`src/rtl/uart_pkg.sv`:
```
// Shared definitions for the UART transmitter and receiver: FSM states,
// stop-bit and parity encodings, and a default bit rate.
package uart_pkg;

    // Frame FSM states, shared with uart_rx so debug views line up.
    typedef enum logic [2:0] {
        IDLE   = 3'd0,
        START  = 3'd1,
        DATA   = 3'd2,
        PARITY = 3'd3,
        STOP   = 3'd4
    } uart_state_e;

    // stop_bits encoding: 0 is one stop bit, any non-zero value is two.
    localparam logic [1:0] STOP_ONE = 2'd0;
    localparam logic [1:0] STOP_TWO = 2'd1;

    // parity_type encoding.
    localparam logic PARITY_EVEN = 1'b0;
    localparam logic PARITY_ODD  = 1'b1;

    localparam logic [31:0] DEFAULT_BAUD = 32'd115200;

    // True when the stop_bits setting asks for a second stop bit.
    function automatic logic two_stop(input logic [1:0] stop_bits);
        return stop_bits != STOP_ONE;
    endfunction

endpackage

```
`src/rtl/uart_baud_gen.sv`:
```
// Fractional phase-accumulator bit-rate generator. Every enabled cycle the
// accumulator advances by baud. When it reaches CLK_FREQ, one bit period has
// elapsed: tick is raised and the modulus is subtracted so the fractional
// remainder carries into the next bit. Long-term timing is therefore exact.
module uart_baud_gen #(
    parameter int CLK_FREQ = 25000000
) (
    input  logic        clk,
    input  logic        rst,
    input  logic        clear,
    input  logic        enable,
    input  logic [31:0] baud,
    output logic        tick
);

    localparam logic [33:0] MODULUS = 34'(CLK_FREQ);

    // The accumulator stays below max(CLK_FREQ, baud), so 33 bits always
    // hold it; the sum is one bit wider so it cannot wrap.
    logic [32:0] acc;
    logic [33:0] sum;

    assign sum  = {1'b0, acc} + {2'b00, baud};
    assign tick = enable && (sum >= MODULUS);

    // Advance the phase while a frame is in progress; restart from zero
    // when a new byte is accepted.
    always_ff @(posedge clk or negedge rst) begin
        if (!rst) begin
            acc <= '0;
        end else if (clear) begin
            acc <= '0;
        end else if (enable) begin
            if (tick) begin
                acc <= 33'(sum - MODULUS);
            end else begin
                acc <= sum[32:0];
            end
        end
    end

endmodule

```
`src/rtl/uart_tx.sv`:
```
// UART transmitter. Accepts one byte per valid/ready handshake and sends it
// LSB first as: start bit, DATA_BITS data bits, optional parity, one or two
// stop bits. Bit timing comes from uart_baud_gen using the rate captured at
// acceptance.
//
// Handshake: a byte is taken on a rising edge where valid && ready. ready is
// high only while idle and baudrate is non-zero. Once taken, every setting
// for that frame is held internally, so inputs may change freely until the
// next handshake. valid while ready is low is ignored (nothing is queued).
// A byte is also refused if baudrate drops to zero in the same cycle, as a
// frame at zero rate would never finish.
module uart_tx
    import uart_pkg::*;
#(
    parameter int CLK_FREQ  = 25000000,
    parameter int DATA_BITS = 8
) (
    input  logic                 clk,
    input  logic                 rst,
    input  logic [31:0]          baudrate,
    input  logic                 valid,
    input  logic [DATA_BITS-1:0] tx_data_input,
    input  logic [1:0]           stop_bits,
    input  logic                 parity_en,
    input  logic                 parity_type,
    output logic                 ready,
    output logic                 tx,
    output logic                 busy
);

    localparam int IDX_W = (DATA_BITS > 1) ? $clog2(DATA_BITS) : 1;
    localparam logic [IDX_W-1:0] LAST_IDX = IDX_W'(DATA_BITS - 1);

    uart_state_e          state, state_n;
    logic [DATA_BITS-1:0] shift_q, shift_n;
    logic [IDX_W-1:0]     idx_q, idx_n;
    logic                 stop2_q, stop2_n;
    logic [31:0]          baud_q;
    logic                 par_en_q;
    logic                 par_bit_q;
    logic                 two_stop_q;
    logic                 tx_q, tx_n;
    logic                 ready_q;
    logic                 busy_q;
    logic                 accept;
    logic                 tick;

    assign accept = valid && ready_q && (baudrate != 32'd0);

    uart_baud_gen #(
        .CLK_FREQ(CLK_FREQ)
    ) u_baud_gen (
        .clk   (clk),
        .rst   (rst),
        .clear (accept),
        .enable(state != IDLE),
        .baud  (baud_q),
        .tick  (tick)
    );

    // Next-state logic; each bit ends on a baud tick.
    always_comb begin
        state_n = state;
        shift_n = shift_q;
        idx_n   = idx_q;
        stop2_n = stop2_q;
        case (state)
            IDLE: begin
                if (accept) begin
                    state_n = START;
                    shift_n = tx_data_input;
                    idx_n   = '0;
                    stop2_n = 1'b0;
                end
            end
            START: begin
                if (tick) begin
                    state_n = DATA;
                end
            end
            DATA: begin
                if (tick) begin
                    shift_n = shift_q >> 1;
                    if (idx_q == LAST_IDX) begin
                        state_n = par_en_q ? PARITY : STOP;
                    end else begin
                        idx_n = idx_q + 1'b1;
                    end
                end
            end
            PARITY: begin
                if (tick) begin
                    state_n = STOP;
                end
            end
            STOP: begin
                if (tick) begin
                    if (two_stop_q && !stop2_q) begin
                        stop2_n = 1'b1;
                    end else begin
                        state_n = IDLE;
                    end
                end
            end
            default: begin
                state_n = IDLE;
            end
        endcase
    end

    // Line level for the next cycle, derived from the next state so tx can
    // come straight from a flop and never glitch.
    always_comb begin
        case (state_n)
            START:   tx_n = 1'b0;
            DATA:    tx_n = shift_n[0];
            PARITY:  tx_n = par_bit_q;
            default: tx_n = 1'b1;
        endcase
    end

    // FSM, shift register and registered outputs.
    always_ff @(posedge clk or negedge rst) begin
        if (!rst) begin
            state   <= IDLE;
            shift_q <= '0;
            idx_q   <= '0;
            stop2_q <= 1'b0;
            tx_q    <= 1'b1;
            ready_q <= 1'b0;
            busy_q  <= 1'b0;
        end else begin
            state   <= state_n;
            shift_q <= shift_n;
            idx_q   <= idx_n;
            stop2_q <= stop2_n;
            tx_q    <= tx_n;
            ready_q <= (state_n == IDLE) && (baudrate != 32'd0);
            busy_q  <= (state_n != IDLE);
        end
    end

    // Per-frame settings, captured only at acceptance. The parity bit is
    // worked out once here rather than tracked bit by bit.
    always_ff @(posedge clk or negedge rst) begin
        if (!rst) begin
            baud_q     <= '0;
            par_en_q   <= 1'b0;
            par_bit_q  <= 1'b0;
            two_stop_q <= 1'b0;
        end else if (accept) begin
            baud_q     <= baudrate;
            par_en_q   <= parity_en;
            par_bit_q  <= (^tx_data_input) ^ (parity_type == PARITY_ODD);
            two_stop_q <= two_stop(stop_bits);
        end
    end

    assign tx    = tx_q;
    assign ready = ready_q;
    assign busy  = busy_q;

endmodule
```
`config.mk`:
```
export PLATFORM = sky130hd
export DESIGN_NAME = uart_tx
export DESIGN_NICKNAME = d
export VERILOG_FILES = /design/src/rtl/uart_pkg.sv /design/src/rtl/uart_baud_gen.sv /design/src/rtl/uart_tx.sv
export SDC_FILE = /design/constraint.sdc
export NUM_CORES = 1
export LEC_CHECK = 0
export ABC_AREA = 0
export CELL_PAD_IN_SITES_DETAIL_PLACEMENT = 1
export CELL_PAD_IN_SITES_GLOBAL_PLACEMENT = 1
export CORE_AREA = 2 2 133 135
export DETAILED_ROUTE_END_ITERATION = 10
export DIE_AREA = 0 0 135 137
export PLACE_DENSITY = 0.81
export SLEW_MARGIN = 10
export SYNTH_ARGS = -nofsm -noshare
export SYNTH_HDL_FRONTEND = slang
export SYNTH_HIERARCHICAL = 1
export SYNTH_SLANG_ARGS = --single-unit
```
`constraint.sdc`:
```
create_clock -name clk -period 5.1 [get_ports clk]
set_input_delay 1.275 -clock clk [delete_from_list [all_inputs] [get_ports clk]]
set_output_delay 1.275 -clock clk [all_outputs]
set_load 0.1 [all_outputs]
```
==> results.json <==
{
  "drt-pass1-iter-count": 5,
  "nFillCells": 2016,
  "r2r-start": "baud_q[1]$_DFFE_PN0N_",
  "cap_violations": 0,
  "cts.path.max_buffers": 2,
  "final_cell_mix": "dfrtp_1 (85), nand2_1 (77), nor2_1 (50)",
  "core-area_um2": 17100,
  "clock_sinks": 86,
  "ys_async_sr_fraction_pct": 100,
  "die_area_um2": 18500,
  "start_kind": "flip-flop",
  "maxSlewViolCount": 0,
  "htree_levels": 3,
  "wl_per_cell_um": 20.9,
  "hold_start": "shift_q[5]$_DFFE_PN0P_",
  "via_count": 6342,
  "die_y_um": 137,
  "final_common_cell": "dfrtp_1",
  "netlist_area_um2": 6730,
  "outcome": "finished, final reports clean",
  "synthCells": 755,
  "clk_pin_slew_ns": 0.07,
  "fp-row-count": 48,
  "avgSynthCellArea_um2": 8.91,
  "gp_congestion": 0.926,
  "globalRoute.totalOverflow": 0,
  "ys.flop_type": "dfrtp_1",
  "syn2layout_area_growth_pct": 15.4,
  "drt_wl_total_mm": 21.3,
  "holdBufCountCts": 0,
  "cts_tree": "done",
  "holdWs_ns": 0.500,
  "start_util_pct": 39.5,
  "dpl.hpwl_mm": 15.9,
  "grt_max_degree": 59,
  "rsz0062_at_grt": "false",
  "synth_edf_count": 0,
  "min_period_ns": 4.68,
  "worst-r2r-cell-count": 16,
  "grt_pass1_wl_mm": 34.5,
  "drc": 0,
  "multi_input_area_um2": 4340,
  "critical_path_peak_fanout": 8,
  "worstMarginPinSlew_ns": 0.971,
  "drt_first_iter_violations": 439,
  "hold_path_depth": 2,
  "r2r_slack_ns": 0.42,
  "final_nets": 873,
  "postLayoutCoreUtil_pct": 45.5,
  "setup_viol": 0,
  "yosysSeqAreaShare_pct": 32.0,
  "num_io_pins": 50,
  "vias_per_cell": 6.22,
  "relSlewSlack_pct": 35.1,
  "syn_nets": 839,
  "die_w_um": 135,
  "ys_seq_elements": 86,
  "rr_endpoint": "tx$_DFF_PN1_",
  "crit_path_end_kind": "flip-flop",
  "synthDistinctLibCells": 81,
  "clock_latency_ns": 0.35,
  "clock-root-buffer": "clkbuf_16",
  "crit_required_ns": 5.39,
  "antenna_found_initial": 0,
  "fmax_mhz": 214,
  "cts_resized": 0,
  "seq_area_um2": 2150,
  "postCtsSetupBuffers": 0,
  "fin_skew_ns": 0.00897,
  "cts_buffers": 9,
  "crit_arrival_ns": 4.97,
  "final-hold-violation-count": 0,
  "period_share_pct": 91.7,
  "io_buffers": 49,
  "grt_usage_pct": 23.8,
  "yosysWarnings": 6,
  "antenna_left": 0,
  "tns_ns": 0,
  "critPathKind": "flip-flop to flip-flop",
  "layout-drive-gt1-share_pct": 12.2,
  "hold_path.class": "flip-flop to flip-flop",
  "min_to": "shift_q[4]$_DFFE_PN0P_",
  "grt_pass1_vias": 6499,
  "n_antenna_cell": 0
}
registers in the layout (all words and copies together) (netlist names):
signal	count
u_baud_gen/acc	33
baud_q	32
shift_q	8
idx_q	3
state	3
busy	1
par_bit_q	1
par_en_q	1
ready	1
stop2_q	1
two_stop_q	1
tx	1
metal layers:
| layer | GRT usage [%] | vias to the layer above | wire length (um) |
|---|---|---|---|
| met5 | 0 | - | 0 |
| met4 | 8.10 | 0 | 459 |
| li1 | - | 2949 | - |
| met1 | 31.1 | 3179 | 9520 |
| met3 | 3.70 | 34 | 1020 |
| met2 | 40.4 | 180 | 10300 |
Yosys cell counts (4+ instances only):
master | instances | area, um^2
inv_1 | 11 | 41.3
or4_1 | 8 | 60.1
nand4_1 | 13 | 81.3
or2_2 | 6 | 37.5
a211oi_1 | 14 | 105
nand3b_1 | 4 | 30.0
mux2i_1 | 11 | 110
mux2_2 | 33 | 372
o211ai_1 | 24 | 180
o21ai_0 | 41 | 205
buf_6 | 7 | 78.8
nor4_1 | 15 | 93.8
and4_1 | 11 | 96.3
and2_1 | 14 | 87.6
nand2b_1 | 4 | 25.0
a211o_1 | 5 | 43.8
nand3_1 | 22 | 110
a221o_1 | 5 | 50.1
o21a_1 | 6 | 45.0
dfrtp_1 | 85 | 2130
a21o_1 | 17 | 128
and3_1 | 11 | 68.8
ha_1 | 36 | 450
a31oi_1 | 5 | 31.3
nor2_1 | 50 | 188
o2111ai_1 | 8 | 70.1
clkbuf_1 | 32 | 120
nand2_1 | 77 | 289
nor3_1 | 13 | 65.1
a21oi_1 | 44 | 220
a311oi_1 | 10 | 87.6
xnor2_1 | 21 | 184
xor2_1 | 6 | 52.6
or3_1 | 12 | 75.1
logic make-up (layout without fill, tap and decap cells):
family          after synthesis  count (layout)  share of synthesized area [%]
mux                          49              49                           8.11
xor+xnor                     28              28                           3.85
flops                        86              86                           32.0
simple gates                277             277                           21.8
fa+ha+maj                    37              37                           6.99
buf+inv                      55              94                           3.90
compound gates              223             223                           23.3
worst max-delay path by stage:
stage          slack, ns                   from  cells past startpoint                        endpoint
6_report            0.42  baud_q[1]$_DFFE_PN0N_                     16                    tx$_DFF_PN1_
5_1_grt             0.05  baud_q[0]$_DFFE_PN0N_                     15  u_baud_gen/acc[13]$_DFFE_PN0P_
4_1_cts             0.12  baud_q[0]$_DFFE_PN0N_                     16                 ready$_DFF_PN0_
3_5_place_dp        0.18  baud_q[0]$_DFFE_PN0N_                     16                 ready$_DFF_PN0_
3_3_place_gp        0.46  baud_q[0]$_DFFE_PN0N_                     16                 ready$_DFF_PN0_
2_1_floorplan       0.63  baud_q[8]$_DFFE_PN0N_                     18                    tx$_DFF_PN1_
final cells by class:
cell class	count	area share, %
repair buffers	66	7.93
clock inverters	6	1.21
inverters	12	0.580
multi-input cells	614	55.8
well taps	225	3.63
clock buffers	10	3.08
flip-flops and latches	86	27.7
per-stage QoR:
stage | setup slack, ns | cells | instance area (um^2)
floorplan | 0.634 | 755 | 6730
global placement | 0.462 | 1003 | 7410
detailed placement | 0.180 | 1003 | 7410
CTS | 0.115 | 1019 | 7740
global route | 0.0509 | 1019 | 7760
finish | 0.422 | 1019 | 7760
worst max-delay path, cell delays in order, from the launching register on:
cell,delay (ns)
dfrtp_1,0.42
ha_1,0.30
a21o_1,0.14
nand4_1,0.18
a211o_1,0.42
a211oi_1,0.54
buf_4,0.25
nor4_1,0.06
a211oi_1,0.48
and2_1,0.23
nand3_1,0.12
o211ai_1,0.27
and2_2,0.28
nand2_1,0.14
o22a_1,0.23
or2_2,0.32
a32o_1,0.23
Power is not shown: default switching activity piles up to over one toggle a cycle in this logic, so the estimate is an artifact.
==> patch, RTL diff (same settings) <==
Change the parameter `DATA_BITS` from 8 to 16.
--- a/src/rtl/uart_tx.sv
+++ b/src/rtl/uart_tx.sv
@@ -13,7 +13,7 @@
     import uart_pkg::*;
 #(
     parameter int CLK_FREQ  = 25000000,
-    parameter int DATA_BITS = 8
+    parameter int DATA_BITS = 16
 ) (
     input  logic                 clk,
     input  logic                 rst,
Interface: changed (resized tx_data_input); port bits go from 50 to 58. The function was not compared with the original's and may differ.
==> patch against the original RTL <==
- hold slack got worse by 0.015 ns
- area after synthesis rose by 4.7%
- design area rose by 6.5%
- global-route usage rose by 1.1 points
- setup slack got worse by 0.084 ns
- clock skew fell by 0.0031 ns
- wire length rose by 5.2%
- sequential cell count rose by 9
- via count rose by 5.5%
- sequential share of layout area rose by 1.0 points
- fmax fell by 1.8%
- largest cell class unchanged
Power is not shown: default switching activity piles up to over one toggle a cycle in this logic, so the estimate is an artifact.
==> patch: results (changes against the original RTL) <==
| Metric | Value |
|---|---|
| Pre-CTS setup slack | 0.04063 ns (-0.1392 ns) |
| Max clock buf depth | 2 (unchanged) |
| ANT cells | 0 (unchanged) |
| Worst-Margin Slew | 0.9837 ns (+0.01256 ns) |
| Syn Nets | 870 (+3.7%) |
| Hold crit path type | flop to flop |
| Clock insertion delay at the later pin of the skew report | 0.36 ns |
| Final WL | 22,400 um (+5.2%) |
| Post-synth ARST share | 100.0% (unchanged) |
| DR vias/cell | 6.321 (+1.6%) |
| Final Wtd Congestion | 0.8776 (-5.2%) |
| Net count reported at finish | 919 (+5.3%) |
| Library cells used by synthesis | 74 (-8.6%) |
| Vias in the first global route | 6,859 (+5.5%) |
| Worst Path Max Fanout | 8 (unchanged) |
| Layout Skew | 0.005872 ns (-0.003100 ns) |
| Tot GR Track Use | 24.93% (+1.1 points) |
| TritonRoute pass-1 iters | 5 (unchanged) |
| TritonCTS buffer count | 9 (unchanged) |
| Sequential-to-total area share from yosys stat | 33.75% (+1.7 points) |
| Synth cell count leaders | dfrtp_1 (94), nand2_1 (65), nor2_1 (53), a21oi_1 (45), o21ai_0 (39) |
| Status | finished, final reports clean |
| Port-buffer cells | 57 (+16%) |
| Root Driver | clkbuf_16 |
| Syn. warnings | 6 (unchanged) |
| Leading registers by flop count | u_baud_gen/acc x33, baud_q x32, shift_q x16 |
| Initial antenna violation count | 0 (unchanged) |
| Share of cells above drive strength 1 | 12.73% (+0.51 points) |
| Largest cells by area after synthesis | dfrtp_1 (33%), ha_1 (6.2%), mux2_2 (5.9%) |
| Largest net degree at the start of global routing | 66 (+12%) |
| Data arrival, critical path | 5.06 ns (+0.09 ns) |
| DR iter-0 viols | 487 (+11%) |
| First-pass GRT wire length | 36,290 um (+5.1%) |
| H-tree levels | 3 (unchanged) |
| Worst-path clk slew | 0.07 ns (about the same) |
| HPWL Detailed | 16,640 um (+4.6%) |
-- patch: cell types whose count changed after synthesis, sizes merged, moves of 4 or more --
cell     delta
a21o       +14
a22o       +14
nand2      -12
dfrtp       +9
nand3       +8
o2111ai     -7
o211ai      -7
xnor2       +7
buf         +5
and4        -4
-- patch: cells by family (layout without fill, tap and decap cells) --
logic type      count (synthesis)  count (layout)  synth area share [%]
compound gates                236             236                 23.61
xor+xnor                       36              36                 4.669
fa+ha+maj                      36              36                 6.497
buf+inv                        54             108                 3.586
flops                          95              95                 33.75
mux                            47              47                 7.332
simple gates                  275             275                 20.56
-- patch: worst paths after layout --
check	startpoint	to	slack, ns	cells past startpoint
hold / removal	u_baud_gen/acc[29]	u_baud_gen/acc[29]	0.48	2
setup / recovery	baud_q[0]	tx	0.34	18
max in group asynchronous	rst	tx	3.08	2
setup reg to reg	baud_q[0]	tx	0.34	18
hold reg to reg	u_baud_gen/acc[29]	u_baud_gen/acc[29]	0.48	2
min in group asynchronous	rst	baud_q[4]	1.03	1
-- patch: stage by stage --
stage	instance area, um2	util [%]	std cells
6_report	8273	48.50	1058
5_1_grt	8273	48.50	1058
4_1_cts	8214	48.16	1056
3_5_place_dp	7870	46.14	1040
3_3_place_gp	7870	46.14	1040
2_1_floorplan	7048	-	779
-- patch: repair_timing --
action / CTS / global route
endpoints found under the setup margin: 0 / 25
buffers inserted: 0 / 2
resized for setup: 0 / 9
-- patch: area by class of cell --
cell class,instances,area [um2]
timing repair buffer,83,767.0
multi-input combinational,630,4468
inverter,9,33.78
sequential,95,2379
tap,225,281.5
clock buffer,10,229.0
clock inverter,6,115.1
fill,1980,8783
-- patch: critical path, stage by stage (launching register included) --
cell	delay, ns
dfrtp_1	0.39
ha_1	0.23
fa_1	0.45
a211oi_2	0.29
o211ai_1	0.28
and3_1	0.26
a211oi_4	0.34
o311ai_0	0.21
a211oi_1	0.35
buf_4	0.18
a221o_1	0.18
a21oi_1	0.10
o211ai_1	0.21
and2_2	0.27
nand3_1	0.10
or3_1	0.36
a21oi_2	0.20
a211oi_1	0.08
a31o_2	0.22
-- patch: routing by layer --
metal	part of all wire (%)	wire length [um]	GRT usage, %	vias up
met4	1.7	384	6.887	0
met1	45	9999	33.28	3420
met2	48	10810	41.65	177
li1	-	-	-	3060
met5	0	0	0	-
met3	5.4	1213	4.481	31
